File: config.mk
export PLATFORM = sky130hd
export DESIGN_NAME = muldiv_unit_flat
export DESIGN_NICKNAME = d
export VERILOG_FILES = /design/src/rtl/muldiv_unit_if.sv /design/src/rtl/muldiv_unit.sv /design/src/flat_wrapper.sv
export SDC_FILE = /design/constraint.sdc
export NUM_CORES = 1
export LEC_CHECK = 0
export ABC_CLOCK_PERIOD_IN_PS = 6600
export CAP_MARGIN = 20
export CORE_ASPECT_RATIO = 1.5
export CORE_MARGIN = 5
export CORE_UTILIZATION = 50
export DETAILED_ROUTE_END_ITERATION = 10
export GPL_TIMING_DRIVEN = 0
export PLACE_DENSITY_LB_ADDON = 0.15
export RECOVER_POWER = 100
export SYNTH_ARGS = -nofsm -noshare
export SYNTH_HDL_FRONTEND = slang
export SYNTH_SLANG_ARGS = --single-unit
File: constraint.sdc
create_clock -name clk -period 6.6 [get_ports clk]
set_input_delay 1.32 -clock clk [delete_from_list [all_inputs] [get_ports clk]]
set_output_delay 1.32 -clock clk [all_outputs]
set_load 0.01 [all_outputs]
File: src/rtl/muldiv_unit_if.sv
// muldiv_unit_if: request/response bundle between the execute stage and muldiv_unit.
// The master side is the core; the slave side is the multiply-divide unit.
interface muldiv_unit_if #(
  parameter int XLEN = 32
);
  logic            flush;
  logic            in_valid;
  logic            in_ready;
  logic [2:0]      op;
  logic [XLEN-1:0] rs1;
  logic [XLEN-1:0] rs2;
  logic            out_valid;
  logic            out_ready;
  logic [XLEN-1:0] result;
  logic            busy;

  modport master (
    output flush, in_valid, op, rs1, rs2, out_ready,
    input  in_ready, out_valid, result, busy
  );

  modport slave (
    input  flush, in_valid, op, rs1, rs2, out_ready,
    output in_ready, out_valid, result, busy
  );
endinterface

File: src/rtl/muldiv_unit.sv
// muldiv_unit: iterative RV32M/RV64M multiply/divide, generalised to XLEN bits.
// Multiplies are radix-2 shift-add on magnitudes, divides are restoring on
// magnitudes; signs are applied on the last step. Divide-by-zero and signed
// overflow bypass the iteration and complete in one clock.
// Optional build macro MULDIV_FAST_MUL_EN: multiplies use a combinational
// 2*XLEN product and complete in one clock; divides stay iterative.
//
// state  | meaning
// -------+------------------------------------------------------------
// S_IDLE | ready for a request; operands, op and signs captured on accept
// S_CALC | one radix-2 step per clock, cnt_q counts XLEN-1 down to 0
// S_DONE | result_q valid; held until out_ready
module muldiv_unit #(
  parameter int XLEN = 32
) (
  input logic          clk,
  input logic          rst,
  muldiv_unit_if.slave bus
);
  localparam int CNT_W = $clog2(XLEN) + 1;

  localparam logic [2:0] OP_MUL    = 3'd0;
  localparam logic [2:0] OP_MULH   = 3'd1;
  localparam logic [2:0] OP_MULHSU = 3'd2;
  localparam logic [2:0] OP_DIV    = 3'd4;
  localparam logic [2:0] OP_REM    = 3'd6;

  localparam logic [XLEN-1:0] MOST_NEG = {1'b1, {(XLEN-1){1'b0}}};

  typedef enum logic [1:0] {S_IDLE, S_CALC, S_DONE} state_t;

  state_t            state_q, state_d;
  logic [CNT_W-1:0]  cnt_q;
  logic [2:0]        op_q;
  logic [XLEN-1:0]   mcand_q;
  logic [2*XLEN-1:0] acc_q;
  logic              neg_q;
  logic              rneg_q;
  logic [XLEN-1:0]   result_q;
  logic              accept;

  logic              a_signed, b_signed, sa, sb;
  logic [XLEN-1:0]   a_mag, b_mag, spec_res;
  logic              div_zero, div_ovf, special, fast_hit;

  logic [XLEN:0]     mul_sum, div_shift, div_diff;
  logic [2*XLEN-1:0] mul_next, div_next, prod_fin;
  logic [XLEN-1:0]   quo, rem, calc_res;

  // Request decode: operand signs, magnitudes and the one-clock special cases.
  always_comb begin
    a_signed = (bus.op == OP_MUL) || (bus.op == OP_MULH) || (bus.op == OP_MULHSU) ||
               (bus.op == OP_DIV) || (bus.op == OP_REM);
    b_signed = (bus.op == OP_MUL) || (bus.op == OP_MULH) ||
               (bus.op == OP_DIV) || (bus.op == OP_REM);
    sa       = a_signed & bus.rs1[XLEN-1];
    sb       = b_signed & bus.rs2[XLEN-1];
    a_mag    = sa ? -bus.rs1 : bus.rs1;
    b_mag    = sb ? -bus.rs2 : bus.rs2;
    div_zero = bus.op[2] && (bus.rs2 == '0);
    div_ovf  = ((bus.op == OP_DIV) || (bus.op == OP_REM)) &&
               (bus.rs1 == MOST_NEG) && (bus.rs2 == '1);
    special  = div_zero || div_ovf;
    if (div_zero) spec_res = bus.op[1] ? bus.rs1 : '1;
    else          spec_res = bus.op[1] ? '0 : bus.rs1;
  end

`ifdef MULDIV_FAST_MUL_EN
  logic [2*XLEN-1:0] fast_abs, fast_prod;
  logic [XLEN-1:0]   fast_res;

  // Single-clock multiply from the request operands, signed via magnitudes.
  always_comb begin
    fast_abs  = {{XLEN{1'b0}}, a_mag} * {{XLEN{1'b0}}, b_mag};
    fast_prod = (sa ^ sb) ? -fast_abs : fast_abs;
    fast_res  = (bus.op == OP_MUL) ? fast_prod[XLEN-1:0] : fast_prod[2*XLEN-1:XLEN];
    fast_hit  = ~bus.op[2];
  end
`else
  assign fast_hit = 1'b0;
`endif

  // One iteration step for both algorithms, plus sign fix-up for the last step.
  // acc_q holds the running product for multiply and {remainder, quotient} for divide.
  always_comb begin
    mul_sum   = {1'b0, acc_q[2*XLEN-1:XLEN]} + (acc_q[0] ? {1'b0, mcand_q} : '0);
    mul_next  = {mul_sum, acc_q[XLEN-1:1]};
    div_shift = {acc_q[2*XLEN-1:XLEN], acc_q[XLEN-1]};
    div_diff  = div_shift - {1'b0, mcand_q};
    if (div_diff[XLEN]) div_next = {div_shift[XLEN-1:0], acc_q[XLEN-2:0], 1'b0};
    else                div_next = {div_diff[XLEN-1:0],  acc_q[XLEN-2:0], 1'b1};
    prod_fin = neg_q  ? -mul_next : mul_next;
    quo      = neg_q  ? -div_next[XLEN-1:0]      : div_next[XLEN-1:0];
    rem      = rneg_q ? -div_next[2*XLEN-1:XLEN] : div_next[2*XLEN-1:XLEN];
    if (op_q[2]) calc_res = op_q[1] ? rem : quo;
    else         calc_res = (op_q == OP_MUL) ? prod_fin[XLEN-1:0] : prod_fin[2*XLEN-1:XLEN];
  end

  // State register.
  always_ff @(posedge clk) begin
    if (rst) state_q <= S_IDLE;
    else     state_q <= state_d;
  end

  // Next-state and accept decode; flush overrides everything.
  always_comb begin
    state_d = state_q;
    accept  = 1'b0;
    case (state_q)
      S_IDLE: if (bus.in_valid) begin
        accept  = 1'b1;
        state_d = (special || fast_hit) ? S_DONE : S_CALC;
      end
      S_CALC: if (cnt_q == '0) state_d = S_DONE;
      S_DONE: if (bus.out_ready) state_d = S_IDLE;
      default: state_d = S_IDLE;
    endcase
    if (bus.flush) begin
      state_d = S_IDLE;
      accept  = 1'b0;
    end
  end

  // Datapath: capture on accept, iterate in CALC, register the final result.
  always_ff @(posedge clk) begin
    if (rst) begin
      cnt_q    <= '0;
      op_q     <= '0;
      mcand_q  <= '0;
      acc_q    <= '0;
      neg_q    <= 1'b0;
      rneg_q   <= 1'b0;
      result_q <= '0;
    end else if (accept) begin
      op_q   <= bus.op;
      neg_q  <= sa ^ sb;
      rneg_q <= sa;
      cnt_q  <= CNT_W'(XLEN - 1);
      if (bus.op[2]) begin
        mcand_q <= b_mag;
        acc_q   <= {{XLEN{1'b0}}, a_mag};
      end else begin
        mcand_q <= a_mag;
        acc_q   <= {{XLEN{1'b0}}, b_mag};
      end
      if (special) result_q <= spec_res;
`ifdef MULDIV_FAST_MUL_EN
      else if (fast_hit) result_q <= fast_res;
`endif
    end else if ((state_q == S_CALC) && !bus.flush) begin
      acc_q <= op_q[2] ? div_next : mul_next;
      if (cnt_q == '0) result_q <= calc_res;
      else             cnt_q    <= cnt_q - CNT_W'(1);
    end
  end

  assign bus.in_ready  = (state_q == S_IDLE);
  assign bus.out_valid = (state_q == S_DONE);
  assign bus.busy      = (state_q != S_IDLE);
  assign bus.result    = result_q;
endmodule

File: src/flat_wrapper.sv
// flat-port wrapper written by rule: the top's interface ports become plain ports
module muldiv_unit_flat 
#(
  parameter int XLEN = 32
)
  (clk, rst, bus_flush, bus_in_valid, bus_op, bus_rs1, bus_rs2, bus_out_ready, bus_in_ready, bus_out_valid, bus_result, bus_busy);
  muldiv_unit_if #(.XLEN(XLEN)) bus_i ();
  input logic clk;
  input logic rst;
  input wire logic [$bits(bus_i.flush)-1:0] bus_flush;
  input wire logic [$bits(bus_i.in_valid)-1:0] bus_in_valid;
  input wire logic [$bits(bus_i.op)-1:0] bus_op;
  input wire logic [$bits(bus_i.rs1)-1:0] bus_rs1;
  input wire logic [$bits(bus_i.rs2)-1:0] bus_rs2;
  input wire logic [$bits(bus_i.out_ready)-1:0] bus_out_ready;
  output wire logic [$bits(bus_i.in_ready)-1:0] bus_in_ready;
  output wire logic [$bits(bus_i.out_valid)-1:0] bus_out_valid;
  output wire logic [$bits(bus_i.result)-1:0] bus_result;
  output wire logic [$bits(bus_i.busy)-1:0] bus_busy;
  assign bus_i.flush = bus_flush;
  assign bus_i.in_valid = bus_in_valid;
  assign bus_i.op = bus_op;
  assign bus_i.rs1 = bus_rs1;
  assign bus_i.rs2 = bus_rs2;
  assign bus_i.out_ready = bus_out_ready;
  assign bus_in_ready = bus_i.in_ready;
  assign bus_out_valid = bus_i.out_valid;
  assign bus_result = bus_i.result;
  assign bus_busy = bus_i.busy;
  muldiv_unit #(.XLEN(XLEN)) u_core (.clk(clk), .rst(rst), .bus(bus_i));
endmodule
==> reports/qor.yml <==
outcome:
  outcome: "finished with violations"
  failed_checks: "capacitance limit, slew limit"
timing:
  max_freq_mhz: 154
  skew_ns: 0.0132
  fin_crit_ns: 6.48
  totalNegativeSetupSlack_ns: 0
  drv_slew: 11
  timing.final.crit_share_pct: 98.2
  finalSetupViolations: 0
  hold_viol: 0
  worstMarginPinSlew_ns: 1.70
  max-slew-margin-rel_pct: -13.4
logic_synthesis:
  synthCells: 2484
  synthFlopType: "dfxtp_1"
  post_synth_num_cell_types: 90
  avgSynthCellArea_um2: 6.80
  syn_nets: 2629
  synth-edff-count: 0
  postSynth.asyncResetShare_pct: 0
  synth-warning-count: 0
  ys_ff_latch: 141
  ys_seq_area_share_pct: 16.7
  syn_area_um2: 16900
grt:
  grt-ovfl-total: 0
  grt_pass1_wl_mm: 122
  grtUsageTotal_pct: 42.8
  grt_antenna_before_repair: 1
  grt_max_degree: 20
  grt_pass1_vias: 20300
pwr:
  swShare_pct: 41.9
  pwr-share-seq_pct: 26.2
  power.density_nw_per_um2: 183
  clkPwrFrac_pct: 31.4
  pwr-share-comb_pct: 42.5
  total_power_mw: 3.53
  peakVddDrop_mv: 0.199
  leakage_nw: 7.10
  internal-power_mw: 2.05
  p_switching_mw: 1.48
drt:
  via_per_inst: 6.72
  first_pass_iters: 5
  wl_per_cell_um: 27.9
  drtIter0Drc: 2166
  vias: 20400
  final_antenna_net_count: 0
  drc: 0
  wirelength_mm: 84.9
job:
  maxCapViolCount: 1
cts:
  clock-sinks: 141
  cts_buffer_depth: 2
  path_clk_slew_ns: 0.06
  clockRootBuffer: "clkbuf_16"
  cts_tree: "yes"
  htreeDepth: 4
  cts_buffers: 17
  clk_latency_ns: 0.47
die:
  fp.coreArea_um2: 33400
  die_y_um: 235
  die_area_um2: 37700
  start_util_pct: 50.5
  ios: 107
  placement_rows: 82
  die_x_um: 160
placed_design:
  dpl-instance-area_um2: 18500
  hpwl_mm: 69.4
  portBuffers: 103
  place_congestion: 1.07
final_layout:
  fin_nets: 2754
  area_growth_pct: 14.0
  final_area_um2: 19300
  final_layout_size_suffix_gt1_share_pct: 4.43
worst_setup_path:
  path_class: "flip-flop to flip-flop"
  worstPathMaxFanout: 10
  worst_ep_arrival_time_ns: 6.86
  required_ns: 6.98
  end_kind: "flip-flop"
  startpoint_type: "flip-flop"
hold_path:
  worst_hold_path_type: "flip-flop to flip-flop"
-- stage by stage --
stage / hold slack [ns] / cells / worst slack (ns) / utilization [%]
after floorplan: 0.432 / 2484 / 0.492 / -
after global placement: 0.442 / 3007 / -2.34 / 55.2
after detailed placement: 0.451 / 3008 / -2.39 / 55.3
after CTS: 0.459 / 3040 / 0.0312 / 57.5
after global routing: 0.491 / 3040 / -0.00703 / 57.6
final: 0.463 / 3041 / 0.120 / 57.6
-- power by group through the flow --
stage	clock network, mW	registers, mW	logic [mW]
2_1_floorplan	0	0.926	0.898
3_3_place_gp	0	0.938	1.38
3_5_place_dp	0	0.939	1.40
4_1_cts	1.09	0.921	1.43
5_1_grt	1.13	0.925	1.57
6_report	1.11	0.924	1.50
-- per-layer routing --
metal / vias up / GRT usage (%) / part of all wire (%)
met5: - / 0 / 0
met4: 0 / 41.4 / 12
met3: 471 / 7.15 / 7.7
met2: 1257 / 74.1 / 48
met1: 9408 / 42.7 / 33
li1: 9285 / - / -
-- cell usage after synthesis, types with 6 or more instances --
cell	number	area, µm²
a2111oi_0	7	61.3
a211o_1	7	61.3
a211oi_1	57	428
a21o_1	18	135
a21oi_1	263	1320
a221oi_1	17	149
a22oi_1	14	105
a311oi_1	8	70.1
a31oi_1	8	50.1
and2_1	16	100
and3_1	10	62.6
buf_1	13	48.8
buf_2	7	35.0
clkbuf_1	158	593
dfxtp_1	141	2820
ha_1	71	888
inv_1	63	236
mux2_2	7	78.8
mux2i_1	65	651
nand2_1	309	1160
nand2b_1	18	113
nand3_1	35	175
nand3b_1	8	60.1
nand4_1	19	119
nor2_1	298	1120
nor2b_1	8	50.1
nor3_1	62	310
nor3b_1	9	67.6
nor4_1	21	131
o211ai_1	103	773
o21a_1	13	97.6
o21ai_0	146	731
o21ai_1	6	30.0
o221ai_1	16	140
o22ai_1	10	62.6
o31a_1	6	52.6
o31ai_1	43	323
o41ai_1	13	114
or2_2	16	100
or3_1	29	181
or4_1	18	135
xnor2_1	129	1130
xor2_1	97	850
-- critical path: stages, from the launching register on --
cell and delay, ns:
dfxtp_1 0.42, inv_1 0.12, ha_1 0.38, a21o_1 0.30, a211o_1 0.37, o211ai_1 0.21
buf_4 0.17, nand2_1 0.14, o211a_4 0.36, nor2_4 0.16, clkbuf_8 0.21, buf_4 0.24
buf_6 0.22, nand2_1 0.09, o21ai_0 0.15, ha_2 0.29, nor3b_4 0.22, and2_1 0.19
nand3b_1 0.16, or4_4 0.47, a2111oi_2 0.29, a41oi_1 0.18, nand2_1 0.22, o21ai_0 0.17
xnor2_1 0.23, o21a_1 0.21, a211oi_1 0.21
-- sequential cells by signal, indices dropped and copies added, names as in the netlist --
register,cells
u_core.mcand_q,32
u_core.rneg_q,1
u_core.acc_q,64
u_core.state_q,2
u_core.cnt_q,6
u_core.neg_q,1
u_core.bus.result,32
u_core.op_q,3
-- final cells by class --
type | count | area, µm²
repair buffers | 111 | 1100
clock buffers | 17 | 425
plain buffers | 181 | 751
fillers | 3341 | 14200
diodes | 1 | 2.50
clock inverters | 13 | 214
flip-flops and latches | 141 | 2820
inverters | 68 | 255
multi-input cells | 2089 | 13200
well taps | 420 | 526
-- final timing paths --
path	start	endpoint	slack, ns	cells past startpoint
setup / recovery	u_core.mcand_q[5]	u_core.bus.result[22]	0.12	26
hold / removal	u_core.bus.result[3]	u_core.bus.result[3]	0.46	2
setup reg to reg	u_core.mcand_q[5]	u_core.bus.result[22]	0.12	26
hold reg to reg	u_core.bus.result[3]	u_core.bus.result[3]	0.46	2
-- placed cells by master (no fill, tap or decap), types with 19 or more instances in the layout --
cell type        count
xor2_1              97
xnor2_1            129
dfxtp_1            140
nand3_1             35
clkbuf_1           156
dlygate4sd3_1       39
nor4_1              20
inv_1               62
nand2_1            309
clkdlybuf4s50_1     64
o31ai_1             43
o21ai_0            144
or3_1               29
nand4_1             19
a211oi_1            56
mux2i_1             65
nor3_1              62
nor2_1             297
o211ai_1           103
ha_1                70
a21oi_1            263
-- what timing repair did --
action / in CTS / in global routing
hold buffers: 0 / 0
endpoints found under the hold margin: 0 / 0
endpoints found under the setup margin: 23 / 12
pin swaps: 5 / 4
buffers inserted: 5 / 2
resized for setup: 22 / 19
-- cells by family (layout without fill, tap and decap cells) --
kind of cell,count (synthesis),in the layout,share of synthesized area (%)
xor gates and xnor gates,226,226,11.7
other,0,1,0
AOI/OAI and AO/OA,811,811,31.0
and+or+nand+nor,905,905,24.6
muxes,74,74,4.58
DFF,141,141,16.7
adders and majority gates,73,73,5.49
buffers and inverters,254,390,5.91
Note: power is estimated with default switching activity, not from simulation.
